[src/rtl/div_sequencer.sv]
// Iterative radix-2 restoring divider for RV32M DIV/DIVU/REM/REMU.
// One operation in flight, tagged with the issuing thread ID, result
// returned through a valid/ack handshake.
module div_sequencer #(
    parameter int unsigned XLEN      = 32,
    parameter int unsigned TAG_WIDTH = 3
) (
    input  logic                 clk,
    input  logic                 reset,
    input  logic                 i_start,
    input  logic [2:0]           i_funct3,
    input  logic [XLEN-1:0]      i_dividend,
    input  logic [XLEN-1:0]      i_divisor,
    input  logic [TAG_WIDTH-1:0] i_tag,
    input  logic                 i_flush,
    input  logic                 i_ack,
    output logic                 o_ready,
    output logic                 o_busy,
    output logic                 o_valid,
    output logic [XLEN-1:0]      o_result,
    output logic [TAG_WIDTH-1:0] o_tag
);

    localparam int unsigned CntW = (XLEN > 1) ? $clog2(XLEN) : 1;
    localparam logic [XLEN-1:0] MinInt = {1'b1, {(XLEN-1){1'b0}}};

    typedef enum logic [2:0] {StIdle, StPrep, StIter, StFixup, StDone} state_e;

    state_e               state_q, state_d;
    logic [2:0]           funct3_q;
    logic [XLEN-1:0]      dvd_q;
    logic [XLEN-1:0]      dvs_q;     // raw divisor, replaced by |divisor| in PREP
    logic [XLEN-1:0]      quo_q;
    logic [XLEN-1:0]      rem_q;
    logic [CntW-1:0]      cnt_q;
    logic                 neg_quo_q, neg_rem_q;
    logic [TAG_WIDTH-1:0] tag_q;
    logic [XLEN-1:0]      result_q;
    logic [TAG_WIDTH-1:0] res_tag_q;

    logic            is_signed, sel_rem;
    logic            dvd_neg, dvs_neg;
    logic [XLEN-1:0] dvd_abs, dvs_abs;
    logic            div_zero, sgn_ovf, special;
    logic [XLEN-1:0] special_res;
    logic [XLEN:0]   shifted, trial;
    logic            last_iter;
    logic [XLEN-1:0] fix_quo, fix_rem;

    // Operand decode, special-case detection and per-iteration datapath
    always_comb begin
        // Codes with funct3[2]=0 fall back to DIVU: unsigned, quotient
        is_signed   = i_funct3_sel_signed(funct3_q);
        sel_rem     = funct3_q[2] & funct3_q[1];
        dvd_neg     = is_signed & dvd_q[XLEN-1];
        dvs_neg     = is_signed & dvs_q[XLEN-1];
        dvd_abs     = dvd_neg ? -dvd_q : dvd_q;
        dvs_abs     = dvs_neg ? -dvs_q : dvs_q;
        div_zero    = (dvs_q == '0);
        sgn_ovf     = is_signed & (dvd_q == MinInt) & (dvs_q == '1);
        special     = div_zero | sgn_ovf;
        if (div_zero) begin
            special_res = sel_rem ? dvd_q : '1;
        end else begin
            special_res = sel_rem ? '0 : dvd_q;
        end
        shifted     = {rem_q, quo_q[XLEN-1]};
        trial       = shifted - {1'b0, dvs_q};
        last_iter   = (cnt_q == CntW'(XLEN - 1));
        fix_quo     = neg_quo_q ? -quo_q : quo_q;
        fix_rem     = neg_rem_q ? -rem_q : rem_q;
    end

    function automatic logic i_funct3_sel_signed(input logic [2:0] f);
        return f[2] & ~f[0];
    endfunction

    // State register
    always_ff @(posedge clk) begin
        if (reset) begin
            state_q <= StIdle;
        end else begin
            state_q <= state_d;
        end
    end

    // Next-state logic; flush aborts any in-flight or pending operation
    always_comb begin
        state_d = state_q;
        unique case (state_q)
            StIdle:  if (i_start && !i_flush) state_d = StPrep;
            StPrep:  begin
                if (i_flush)      state_d = StIdle;
                else if (special) state_d = StDone;
                else              state_d = StIter;
            end
            StIter:  begin
                if (i_flush)        state_d = StIdle;
                else if (last_iter) state_d = StFixup;
            end
            StFixup: state_d = i_flush ? StIdle : StDone;
            StDone:  if (i_flush || i_ack) state_d = StIdle;
            default: state_d = StIdle;
        endcase
    end

    // Status outputs decoded from state
    always_comb begin
        o_ready = (state_q == StIdle);
        o_busy  = (state_q == StPrep) || (state_q == StIter) || (state_q == StFixup);
        o_valid = (state_q == StDone);
    end

    // Operand capture, shift/subtract iterations and result register
    always_ff @(posedge clk) begin
        if (reset) begin
            funct3_q  <= '0;
            dvd_q     <= '0;
            dvs_q     <= '0;
            quo_q     <= '0;
            rem_q     <= '0;
            cnt_q     <= '0;
            neg_quo_q <= 1'b0;
            neg_rem_q <= 1'b0;
            tag_q     <= '0;
            result_q  <= '0;
            res_tag_q <= '0;
        end else begin
            unique case (state_q)
                StIdle: begin
                    if (i_start && !i_flush) begin
                        funct3_q <= i_funct3;
                        dvd_q    <= i_dividend;
                        dvs_q    <= i_divisor;
                        tag_q    <= i_tag;
                    end
                end
                StPrep: begin
                    if (!i_flush) begin
                        neg_quo_q <= dvd_neg ^ dvs_neg;
                        neg_rem_q <= dvd_neg;
                        if (special) begin
                            result_q  <= special_res;
                            res_tag_q <= tag_q;
                        end else begin
                            rem_q <= '0;
                            cnt_q <= '0;
                            quo_q <= dvd_abs;
                            dvs_q <= dvs_abs;
                        end
                    end
                end
                StIter: begin
                    // Remainder never exceeds the divisor, so XLEN bits hold it
                    if (!trial[XLEN]) begin
                        rem_q <= trial[XLEN-1:0];
                        quo_q <= {quo_q[XLEN-2:0], 1'b1};
                    end else begin
                        rem_q <= shifted[XLEN-1:0];
                        quo_q <= {quo_q[XLEN-2:0], 1'b0};
                    end
                    cnt_q <= cnt_q + CntW'(1);
                end
                StFixup: begin
                    if (!i_flush) begin
                        result_q  <= sel_rem ? fix_rem : fix_quo;
                        res_tag_q <= tag_q;
                    end
                end
                default: ;
            endcase
        end
    end

    assign o_result = result_q;
    assign o_tag    = res_tag_q;

endmodule

[config.mk]
export PLATFORM = sky130hd
export DESIGN_NAME = div_sequencer
export DESIGN_NICKNAME = d
export VERILOG_FILES = /design/src/rtl/div_sequencer.sv
export SDC_FILE = /design/constraint.sdc
export NUM_CORES = 1
export LEC_CHECK = 0
export CORE_MARGIN = 2
export CORE_UTILIZATION = 50
export DETAILED_ROUTE_END_ITERATION = 8
export HOLD_SLACK_MARGIN = 0.08
export PLACE_DENSITY = 0.68
export SLEW_MARGIN = 20
export SYNTH_ARGS = -nofsm -noshare
export SYNTH_HDL_FRONTEND = slang
export SYNTH_SLANG_ARGS = --single-unit
[constraint.sdc]
create_clock -name clk -period 4.5 [get_ports clk]
set_input_delay 0.9 -clock clk [delete_from_list [all_inputs] [get_ports clk]]
set_output_delay 0.9 -clock clk [all_outputs]
set_load 0.03 [all_outputs]
**Yosys cells after proc, flatten, opt, wreduce, memory -nomap -nowiden**

Index checks and enable logic that the tools add are counted.

- Bits in registers: 179
- Output and inout bits: 38
- Logic and storage cells: 98

- Add/subtract/negate cells: 6
- Equality and inequality tests: 15
- Multiplexer cells: 39
- Bitwise logic cells: 10
- Reductions and logical operators: 16

Operators by type and width:

| operator | count |
|---|---|
| 2-to-1 mux 32 bit | 19 |
| one-hot mux 32 bit (2 select lines) | 4 |
| negator 32 bit | 4 |
| equality test 32 bit (second input constant) | 2 |
| subtractor 33 x 32 -> 33 bit | 1 |
| logical NOT 32 bit | 1 |
| 2-to-1 mux 3 bit | 10 |
| one-hot mux 3 bit (5 select lines) | 1 |
| 2-to-1 mux 5 bit | 2 |
| inequality test 2 bit (second input constant) | 5 |
| one-hot mux 5 bit (2 select lines) | 1 |
| AND 1 bit | 6 |
| equality test 3 x 2 -> 1 bit (second input constant) | 2 |
| one-hot mux 3 bit (2 select lines) | 1 |
| AND reduction 3 bit | 2 |
| nonzero test 2 bit | 3 |
| adder 5 x 1 -> 5 bit (second input constant) | 1 |
| equality test 5 bit (second input constant) | 1 |
| AND reduction 5 bit | 1 |
| inequality test 2 x 1 -> 1 bit (second input constant) | 2 |
| AND reduction 2 bit | 2 |
| AND reduction 4 bit | 1 |
| equality test 3 x 1 -> 1 bit (second input constant) | 1 |
| equality test 3 bit (second input constant) | 1 |
| 9 further kinds | 12 |

**Logic depth before layout (Yosys ltp)**

- Depth in word-level cells: 8
- Gate-level depth with buffers: 14
- Depth with buffers taken out: 12

**Worst setup path before layout**

No wires, ideal clock.

- Path kind: register -> register
- Start: register quo_q[31]
- End: register rem_q[9]
- Arrival time: 2.899 ns
- Data required time: 4.413 ns
- Setup slack: 1.514 ns
- Cell stages (with the launch flop): 15
- Buffers on the path: 2
- Clock period less this slack: 2.986 ns
- Cells stage by stage: dfxtp_1 -> inv_1 -> ha_1 -> fa_1 -> nand2b_1 -> a21oi_1 -> o21ai_0 -> o21ai_1 -> a41oi_1 -> o21ai_0 -> xnor2_1 -> buf_2 -> buf_2 -> a21oi_1 -> o31ai_1

- Longest elaborated chain between the ends: 3

Ends and longest elaborated chain:

| item | RTL line | RTL |
|---|---|---|
| start: declaration | 33 | `logic [XLEN-1:0] quo_q;` |
| start signal: assignment | 148 | `quo_q <= dvd_abs;` |
| start signal: assignment | 157 | `quo_q <= {quo_q[XLEN-2:0], 1'b1};` |
| start signal: assignment | 160 | `quo_q <= {quo_q[XLEN-2:0], 1'b0};` |
| subtractor 33 x 32 -> 33 bit | 68 | `trial = shifted - {1'b0, dvs_q};` |
| 2-to-1 mux 32 bit | 155 | `if (!trial[XLEN]) begin` |
| one-hot mux 32 bit (2 select lines) | 129 | `unique case (state_q)` |
| end signal: assignment | 156 | `rem_q <= trial[XLEN-1:0];` |
| end signal: assignment | 159 | `rem_q <= shifted[XLEN-1:0];` |
| end: declaration | 34 | `logic [XLEN-1:0] rem_q;` |

No other way between the ends.
A chain may end at the register's enable or synchronous reset.

**Worst setup path after layout**

- Start: register dvs_q[3]
- End: register rem_q[28]

- Longest elaborated chain between the ends: 5
- Elaborated cells between the ends (all ways): 9
- Classes of those cells: add/sub (1); eq/ne (2); mux (2); bitwise (2); reduce/logical (2)

Ends and longest elaborated chain:

| item | RTL line | RTL |
|---|---|---|
| start: declaration | 32 | `logic [XLEN-1:0] dvs_q;` |
| start signal: assignment | 134 | `dvs_q <= i_divisor;` |
| start signal: assignment | 149 | `dvs_q <= dvs_abs;` |
| branches (longest 5 deep; another with subtractor 33 x 32 -> 33 bit) | - |  |

Parallel ways; which one is timed is not known.

==> results.md <==
- Timing would allow up to 0.246 GHz.
- The post-synthesis instance area is 12100 sq um.
- The final cell utilization of the core is 59.5%.
- Summing all non-filler instances in the final layout gives an area of 14100 sq um.
- The critical path data required time is 4.80 ns.
- The number of inserted diodes is 0.
- The routed wire length is 38700 um.
- The die extent in y is 160 um.
- The detailed router finished its first iteration with 1203 violations.
- The floorplan die area is 25500 sq um.
- The startpoint kind of the worst setup timing path is a flop.
- The worst hold path belongs to the class flop to flop.
- The die is 160 um wide.
- The count of buffers inserted at the top-level ports is 112.
- In this run the worst path has a maximum fanout of 17.
- The worst setup slack before clock tree synthesis is 0.499 ns.
- Post-CTS timing repair inserted 0 buffers for setup.
- The first global-routing pass estimated 61200 um of wire.
- After global routing the overflow that remains totals 0.
- The routed layout has 12400 vias.
- The initial utilization of the core area, before any placement, comes to 51.3%.
- The peak ir drop on the vdd network is 235 uV.
- The cell type with the largest total area after synthesis is dfxtp_1.
- The clock-pin slew on the worst setup and hold paths is 0.08 ns.
- From synthesis to final layout, the design area changed by 16.1%.
- The number of hold buffers added after CTS was 0.
- The via count of the first global-routing pass is 11200.
- The top cell type's share of synthesized area is 29.6%.
- The count of flip-flops with a built-in enable after synthesis is 0.
- Setup slack closes at 0.427 ns.
- Using the TritonRoute via totals, the vias-per-cell ratio works out to 6.14.
- The count of nets left with antenna violations once routing finished came out at 0.
- In this run the static leakage power is 5.37 nW.
- In the synthesized netlist, the number of instances is 1628.
- The cell total after placement is 1987.
- Setup violations remaining at the end of the flow were counted as 0.
- On the final layout, the worst clock skew is 0.0171 ns.
- The number of pins exceeding their max-slew limit in the final report is 0.
- In this run the cell area measured after placement is 13500 sq um.
- The endpoint type of the worst setup path is a flop.
- Sorting the synthesized cells by area gives the leading types as dfxtp_1 (30%), nand2_1 (7.1%), a21oi_1 (7.0%), nor2_1 (6.0%), xnor2_1 (4.6%).
- The max capacitance violation total is 0.
- In this run the standard cell core region covers 23600 sq um.
- For the final routed database, the setup TNS stands at 0 ns.
- At the pin with the least slew margin, the transition time is 1.09 ns.
- During synthesis, Yosys emitted a total of 0 warnings.
- 113 I/O pins were placed.
- The row count is 56.
- The share of cells above drive strength 1 is 6.29%.
- The overall global routing resource usage is 29.6%.
- The root buffer cell is clkbuf_16.
- The number of search-and-repair iterations in the first detailed-routing pass is 5.
- The final worst-path cycle share is 90.5%.
- The most used flip-flop cell after synthesis is dfxtp_1.
- The DRC violation count after routing is 0.
- In this run, synthesis produced a sequential element count of 179.
- TritonCTS built the clock tree.
- The power per cell area is 315 nW/um^2.
- The placed wire-length estimate after detailed placement is 27200 um.
- Setup repair after global routing left no endpoint under its margin.
- No sink is reached through more buffers than the 2 on the longest clock path.
- In the final layout, the multi-input gates occupy 7890 sq um.
- Across the whole layout, storage elements account for 3580 sq um.
- The H-tree level count is 4.
- The flow ran to the end, and the final reports show no timing, DRC or antenna violations.
- The number of sinks on the clock net is 179.
- The number of antenna violations at the first check in global routing is 0.
- At the end of routability-driven placement, the weighted congestion stood at 0.958.
- Subtracting the final worst setup slack from the clock period gives 4.07 ns.
- The worst setup path is of the flop to flop kind.
- The number of buffers created by CTS is 17.
- The count of placed standard cells in the final layout, fillers left out is 2019.
- The worst pin sits at a relative slew slack of 26.8%.
- The worst endpoint data arrival time is 4.37 ns.
- The filler cells instantiated in the layout total 2276.
- When the netlist entered floorplanning its net count stood at 1743.
- The final count of hold timing violations was 0.
- The post-synthesis async set-or-reset flop share is 0%.
- Entering global routing, the biggest net connects 151 pins.
- Counting distinct cell types in the post-synthesis netlist gives 81.
- The share of synthesized area occupied by flip-flops and latches is 29.6%.
- On the final layout, the worst hold slack is 0.457 ns.
- The clock insertion delay at the later pin of the skew report is 0.45 ns.
- The number of resized instances in the post-cts repair step is 0.
- In the final routed layout, each cell accounts on average for 19.2 um.
- The final layout net count is 1802.
- Overall power consumption after layout is estimated at 4.43 mW.
- The average instance area after synthesis is 7.44 sq um.
[layout by cell type (no fill, tap or decap), types with 52 or more instances in the layout]
cell             synthesis  layout
dfxtp_1                179     179
inv_1                   52      52
xor2_1                  53      53
nor2_1                 192     192
nand2_1                228     228
xnor2_1                 64      63
o21ai_0                 99      99
a21oi_1                170     170
clkdlybuf4s50_1          0     111
[power by group]
group	switching (mW)	internal, mW
registers	0.119	1.66
logic	0.702	0.470
clock network	0.749	0.736
total	1.57	2.86
[cells by family (layout without fill, tap and decap cells)]
group | Yosys count | count (layout) | synth area share, %
compound gates | 494 | 494 | 26.7
xor+xnor | 117 | 117 | 8.46
fa+ha+maj | 40 | 40 | 4.20
buf+inv | 160 | 232 | 5.37
flops | 179 | 179 | 29.6
mux | 27 | 27 | 2.23
simple gates | 611 | 611 | 23.4
[sequential cells by signal (all words and copies together) (netlist names)]
| signal | flops |
|---|---|
| rem_q | 32 |
| neg_rem_q | 1 |
| o_result | 32 |
| dvd_q | 32 |
| state_q | 3 |
| tag_q | 3 |
| o_tag | 3 |
| quo_q | 32 |
| funct3_q | 3 |
| dvs_q | 32 |
| cnt_q | 5 |
| neg_quo_q | 1 |
[worst max-delay path, cell delays in order, from the launching register on]
cell and delay, ns:
dfxtp_1 0.42, inv_1 0.12, ha_1 0.38, o211ai_1 0.18, a21oi_1 0.09, o21ai_0 0.38
o21ai_1 0.23, a41oi_1 0.42, o21ai_0 0.23, xnor2_2 0.87, buf_4 0.32, mux2i_1 0.19
o21ai_0 0.09
[Yosys cell counts, types with 4 or more instances]
cell / number
nor2_1: 192
a221oi_2: 4
or2_2: 5
nand2b_1: 9
dfxtp_1: 179
o21ai_0: 99
o41ai_1: 13
o221ai_1: 5
a311oi_2: 5
o31ai_1: 23
clkbuf_1: 87
a2111oi_0: 27
xor2_1: 53
inv_1: 52
nand3_1: 27
nor4_1: 8
a221oi_1: 5
buf_2: 13
and3_1: 8
a21oi_1: 170
o211ai_1: 32
a311oi_1: 7
o21a_1: 9
o21bai_1: 4
nand4_1: 17
a32oi_1: 4
nor2b_1: 7
nor3_1: 39
nand2_1: 228
ha_1: 39
a211oi_1: 17
mux2i_1: 27
a22oi_1: 9
a21o_1: 16
o22ai_1: 7
and2_1: 5
or3_1: 13
or4_1: 25
xnor2_1: 64
a31oi_1: 4
[per-layer routing]
layer	global-route usage (%)	wire (um)	up-vias	share of wire (%)
met5	0	0	-	0
met3	5.00	3040	59	7.9
li1	-	-	5981	-
met1	43.3	18000	5862	46
met4	7.40	705	0	1.8
met2	45.2	17000	504	44
[cell type report]
class	instances	area share, %
Clock buffer	17	3.03
Tap cell	319	2.84
Inverter	52	1.39
Timing Repair Buffer	148	10.1
Sequential cell	179	25.5
Multi-Input combinational cell	1289	56.1
Clock inverter	15	1.05
[path summary, 6_finish.rpt]
path,slack (ns),cells past startpoint,end,from
setup / recovery,0.43,12,rem_q[28]$_SDFFE_PP0P_,dvs_q[3]$_SDFFE_PP0P_
hold / removal,0.46,2,o_tag[0]$_SDFFE_PP0P_,tag_q[0]$_SDFFE_PP0P_
setup reg to reg,0.43,12,rem_q[28]$_SDFFE_PP0P_,dvs_q[3]$_SDFFE_PP0P_
hold reg to reg,0.46,2,o_tag[0]$_SDFFE_PP0P_,tag_q[0]$_SDFFE_PP0P_
(Power assumes the default switching activity.)
==> patch 1, RTL diff (config.mk and constraints unchanged) <==
The parameter `TAG_WIDTH` goes from 3 to 4.
--- a/src/rtl/div_sequencer.sv
+++ b/src/rtl/div_sequencer.sv
@@ -3,7 +3,7 @@
 // returned through a valid/ack handshake.
 module div_sequencer #(
     parameter int unsigned XLEN      = 32,
-    parameter int unsigned TAG_WIDTH = 3
+    parameter int unsigned TAG_WIDTH = 4
 ) (
     input  logic                 clk,
     input  logic                 reset,
Ports: changed (resized i_tag and o_tag); port bits go from 113 to 115. The function was not compared with the original's and may differ.
==> patch 1 against the original RTL <==
  * Combinational power is 7% lower
  * Setup slack better by 0.052 ns
  * Sequential cell count is 2 higher
  * Largest power group unchanged
  * Design area is 0.53% higher
  * Utilization is 1.1 points lower
  * Wire length is 1.4% higher
  * Area after synthesis is 1.1% higher
  * Largest cell class unchanged
  * First-iteration DRC count is 1.9% higher
  * Total power is 1.1% lower
  * Critical path type unchanged
==> patch 1: results (changes against the original RTL) <==
| Metric | Value |
|---|---|
| Switching share of total power | `34.89% (-0.50 points)` |
| Share of cells above drive strength 1 | `4.716% (-1.6 points)` |
| CP max stage delay | `0.62 ns (-0.25 ns)` |
| H-tree Lvls | `4 (unchanged)` |
| Initial DRC Count | `1,226 (+1.9%)` |
| CP max FO | `14 (-3)` |
| Worst EP arrival | `4.40 ns (+0.03 ns)` |
| Distinct cells, synth | `73 (-9.9%)` |
| Global-route wire length before repair | `62,790 microns (+2.6%)` |
| Detailed Place HPWL | `28,220 microns (+3.7%)` |
| DRC errors left | `0 (unchanged)` |
| Worst-Margin Slew | `1.009 ns (-0.08367 ns)` |
| DR vias/cell | `6.117 (-0.45%)` |
| Synth top area cells | `dfxtp_1, nand2_1, a21oi_1` |
| Asr flop ratio synth | `0% (unchanged)` |
| Max VDD drop | `0.2629 mV (+12%)` |
| Fillers | `2,344 (+3.0%)` |
| Crit path from | `dvs_q[1]$_SDFFE_PP0P_` |
| Yosys synthesis warning count | `0 (unchanged)` |
| Port bufs | `114 (+1.8%)` |
| Largest net degree at the start of global routing | `62 (-59%)` |
| Diodes inserted | `0 (unchanged)` |
| CP max stage cell | `nor2_2` |
| Total CTS buffers | `17 (unchanged)` |
| Flop2flop setup slack | `0.48 ns (+0.05 ns)` |
| Detail Route met2 WL | `19,060 microns (+12%)` |
| DR WL/cell | `18.82 microns (-1.7%)` |
| Met1 wire length | `16,350 microns (-9.0%)` |
| Register area share after synthesis | `29.59% (about the same)` |
| Vias in the first global route | `12,040 (+7.8%)` |
| Setup crit end | `o_result[24]$_SDFFE_PP0P_` |
| Initial antenna violation count | `0 (unchanged)` |
| Critical path's top delay family | `simple AND/OR/NAND/NOR gates` |
| Worst-case reg-to-reg path depth | `12 (unchanged)` |
| Pre-Repair DR Iteration Count | `6 (+1)` |
| Synth cell count leaders | `nand2_1, dfxtp_1, nor2_1` |
| GRT Util Overall | `30.13% (+0.51 points)` |
| Skew final | `0.01708 ns (-0.00005330 ns)` |
| Met3 Wirelength | `2040 microns (-33%)` |
| Final net count | `1,863 (+3.4%)` |
| Syn_nets | `1,820 (+4.4%)` |
| HP Class | `register to register` |
| Hold path startpoint | `tag_q[1]$_SDFFE_PP0P_` |
| Leak | `5.121 nW (-4.6%)` |
| GPL Wtd Cong | `0.9351 (-2.3%)` |
| WHS | `0.4544 ns (-0.002990 ns)` |
| Uppermost layer routed | `met4` |
| Status | `finished clean` |
[patch 1: cell types whose count changed after synthesis, moves of 10 or more]
cell / unedited run / this run
a2111oi_0: 27 / 17
a211oi_1: 17 / 27
a21oi_1: 170 / 154
a311oi_1: 7 / 17
mux2i_1: 27 / 3
nand2_1: 228 / 294
nand4_1: 17 / 41
nor2_1: 192 / 180
o211ai_1: 32 / 69
or4_1: 25 / 12
[patch 1: per-layer routing]
metal / GRT usage, % / vias to the layer above
li1: - / 6189
met1: 37.51 / 6016
met2: 51.74 / 436
met3: 3.667 / 107
met4: 14.62 / 0
met5: 0 / -
[patch 1: layout make-up]
class	count	area, sq um	area share (%)
clock buffer	18	429.2	3.037
multi-input combinational	1350	7955	56.30
timing repair buffer	145	1371	9.704
tap	324	405.4	2.869
sequential	181	3623	25.64
inverter	52	195.2	1.381
clock inverter	14	151.4	1.071
[patch 1: worst min-delay path by stage]
stage,slack (ns),end,depth (start not counted)
after floorplan,0.43,o_tag[0]$_SDFFE_PP0P_,2
after global placement,0.44,o_tag[0]$_SDFFE_PP0P_,2
after detailed placement,0.45,o_tag[0]$_SDFFE_PP0P_,2
after CTS,0.46,o_tag[0]$_SDFFE_PP0P_,2
after global routing,0.47,funct3_q[0]$_SDFFE_PP0P_,2
final,0.45,o_tag[1]$_SDFFE_PP0P_,2
[patch 1: kinds of logic (layout without fill, tap and decap cells)]
| family | count (synthesis) | after routing | share of synthesized area [%] |
|---|---|---|---|
| flops | 181 | 181 | 29.59 |
| mux | 3 | 3 | 0.2452 |
| fa+ha+maj | 40 | 40 | 4.148 |
| compound gates | 507 | 507 | 26.61 |
| buf+inv | 173 | 229 | 5.763 |
| simple gates | 685 | 685 | 25.42 |
| xor+xnor | 115 | 115 | 8.225 |
[patch 1: worst register-to-register path: stages (launching register included)]
cell     delay, ns
dfxtp_1       0.36
inv_1         0.10
ha_1          0.22
nor4b_1       0.60
nand4_1       0.57
nor4_4        0.37
nand4_1       0.31
nor2_2        0.62
buf_4         0.31
o21ai_0       0.09
o21ai_0       0.21
nand2_1       0.08
a21oi_1       0.12
[patch 1: stage by stage]
step	setup WS [ns]	power, W	std cells	instance area [sq um]
after detailed placement	0.6180	0.002898	2052	13550
final	0.4794	0.004383	2084	14130
after global routing	0.02631	0.004589	2084	14130
after floorplan	1.048	0.002567	1704	12250
after CTS	0.5606	0.004376	2084	14130
after global placement	0.6982	0.002889	2052	13550
[patch 1: power by group through the flow]
| stage | clock, W | sequential, W | combinational [W] |
|---|---|---|---|
| floorplan | 0 | 0.00179 | 0.000773 |
| global placement | 0 | 0.00183 | 0.00106 |
| detailed placement | 0 | 0.00183 | 0.00107 |
| CTS | 0.00150 | 0.00179 | 0.00108 |
| global route | 0.00158 | 0.00181 | 0.00120 |
| finish | 0.00150 | 0.00180 | 0.00109 |
==> patch 2, RTL diff (same flow settings) <==
Without the edit above. Make the reset (`reset`) asynchronous in 2 clocked blocks.
--- a/src/rtl/div_sequencer.sv
+++ b/src/rtl/div_sequencer.sv
@@ -76,7 +76,7 @@
     endfunction
 
     // State register
-    always_ff @(posedge clk) begin
+    always_ff @(posedge clk or posedge reset) begin
         if (reset) begin
             state_q <= StIdle;
         end else begin
@@ -112,7 +112,7 @@
     end
 
     // Operand capture, shift/subtract iterations and result register
-    always_ff @(posedge clk) begin
+    always_ff @(posedge clk or posedge reset) begin
         if (reset) begin
             funct3_q  <= '0;
             dvd_q     <= '0;
Formal check against the unedited RTL: differs if reset is asserted again (counterexample within 4 cycles, from zero or initial values and one cycle with reset high); with reset held inactive, the same outputs for 4 cycles.
==> patch 2 against the original RTL <==
  * First-iteration DRC count is 7.3% lower
  * Design area rose by 2.7%
  * Sequential cell count is the same
  * Wire length shrank 5.9%
  * Fmax is 1.5% higher
  * Critical path depth fell by 2
  * Clock skew shrank 0.0023 ns
  * Area after synthesis increased by 2.9%
  * Setup slack better by 0.060 ns
  * Hold slack gained 0.017 ns
  * Highest routed layer unchanged
Power is not compared: it rests on default switching activity, and its combinational part moved more than twofold at a synthesized area within 25%.
==> patch 2: results (changes against the original RTL) <==
| Metric | Value |
|---|---|
| WHS | `0.4746 ns (+0.01725 ns)` |
| Hold path startpoint | `tag_q[1]$_DFFE_PP0P_` |
| Routed vias | `11,520 (-7.2%)` |
| Final wirelength | `36,390 microns (-5.9%)` |
| Synth top area cells | `dfrtp_1, xnor2_1, nand2_1` |
| Asr flop ratio synth | `100.0% (+100 points)` |
| Pre-Repair DR Iteration Count | `5 (unchanged)` |
| Yosys synthesis warning count | `0 (unchanged)` |
| Syn Area/Cell | `8.541 sq um (+15%)` |
| Met2 Track Usage GR | `44.99% (-0.21 points)` |
| Placed inst area | `13,860 sq um (+2.8%)` |
| Global-route wire length before repair | `58,900 microns (-3.7%)` |
| Min-Delay Endpoint | `o_tag[1]$_DFFE_PP0P_` |
| Detailed Place HPWL | `26,050 microns (-4.2%)` |
| # Post-CTS Setup Buffers | `0 (unchanged)` |
| Register area share after synthesis | `35.94% (+6.3 points)` |
| Cell count of the worst hold path | `2 (unchanged)` |
| Total CTS buffers | `17 (unchanged)` |
| Initial antenna violation count | `0 (unchanged)` |
| Share of cells above drive strength 1 | `8.182% (+1.9 points)` |
| Distinct cells, synth | `83 (+2.5%)` |
| Internal power | `0.005056 W` |
| Worst-case reg-to-reg path depth | `10 (-2)` |
| CP max stage cell | `nor4_1` |
| Worst rel slew slack | `27.14% (+0.33 points)` |
| GRT Util Overall | `28.24% (-1.4 points)` |
| Syn_nets | `1,574 (-9.7%)` |
| GPL Wtd Cong | `0.8752 (-8.6%)` |
| Initial DRC Count | `1,115 (-7.3%)` |
| Status | `finished clean` |
| Gates resized, CTS repair | `0 (unchanged)` |
| CP max stage delay | `0.85 ns (-0.02 ns)` |
| Clk buf depth | `2 (unchanged)` |
| Reg2reg end | `quo_q[31]$_DFFE_PP0P_` |
| Met1 usage | `39.35% (-3.9 points)` |
| Detail Route met2 WL | `16,980 microns (about the same)` |
| Clock-pin transition on the worst setup and hold timing paths | `0.08 ns (about the same)` |
| Worst EP arrival | `4.28 ns (-0.09 ns)` |
| Skew final | `0.01482 ns (-0.002310 ns)` |
| Vias in the first global route | `11,090 (-0.68%)` |
| Flop2flop setup slack | `0.49 ns (+0.06 ns)` |
| Largest net degree at the start of global routing | `55 (-64%)` |
| Met1 wire length | `16,160 microns (-10%)` |
| Comb power frac | `roughly 50%` |
| CP max FO | `40 (+23)` |
| Met3 Use GR | `5.005% (about the same)` |
| Leak | `5.853 nW` |
| Worst skew pair latency | `0.44 ns` |
| R2R Path Start | `dvd_q[21]$_DFFE_PP0P_` |
| Critical path's top delay family | `simple AND/OR/NAND/NOR gates` |
| Synth cell count leaders | `dfrtp_1, nand2_1, nor2_1` |
| Met3 Wirelength | `2319 microns (-24%)` |
| Pre-CTS setup slack | `0.5947 ns (+0.09541 ns)` |
## patch 2: through the flow
step	cells	utilization, %
after floorplan	1459	-
after global placement	1832	56.82
after detailed placement	1832	56.82
after CTS	1864	59.18
after global routing	1864	59.21
final	1864	59.21
## patch 2: worst max-delay path by stage
stage / slack (ns) / to / from / cells after the start
6_report: 0.49 / quo_q[31]$_DFFE_PP0P_ / dvd_q[21]$_DFFE_PP0P_ / 10
5_1_grt: 0.37 / o_result[9]$_DFFE_PP0P_ / dvd_q[21]$_DFFE_PP0P_ / 9
4_1_cts: 0.55 / dvs_q[7]$_DFFE_PP0P_ / dvd_q[21]$_DFFE_PP0P_ / 7
3_5_place_dp: 0.59 / dvs_q[7]$_DFFE_PP0P_ / dvd_q[21]$_DFFE_PP0P_ / 7
3_3_place_gp: 0.64 / dvs_q[30]$_DFFE_PP0P_ / dvd_q[21]$_DFFE_PP0P_ / 7
2_1_floorplan: 1.31 / cnt_q[0]$_DFFE_PP0P_ / reset / 1
## patch 2: kinds of logic after synthesis
kind of cell | share of synthesized area (%)
adder cells (fa/ha/maj) | 4.076
XOR/XNOR | 8.153
buffers and inverters | 4.649
multiplexers | 5.934
AO/OA/AOI/OAI | 22.99
AND/OR/NAND/NOR | 18.25
flip-flops | 35.94
## patch 2: area by class of cell
| cell class | instances | area (sq um) |
|---|---|---|
| clock buffer | 18 | 429.2 |
| multi-input combinational | 1140 | 7422 |
| clock inverter | 14 | 147.6 |
| sequential | 179 | 4479 |
| timing repair buffer | 137 | 1359 |
| tap | 324 | 405.4 |
| fill | 2194 | 9950 |
| inverter | 52 | 198.9 |
## patch 2: tightest hold or removal path: cells and delay by family, from the launching register on
family | cells | cell delay [ns]
AND/OR/NAND/NOR | 2 | 0.11
flip-flops | 1 | 0.34
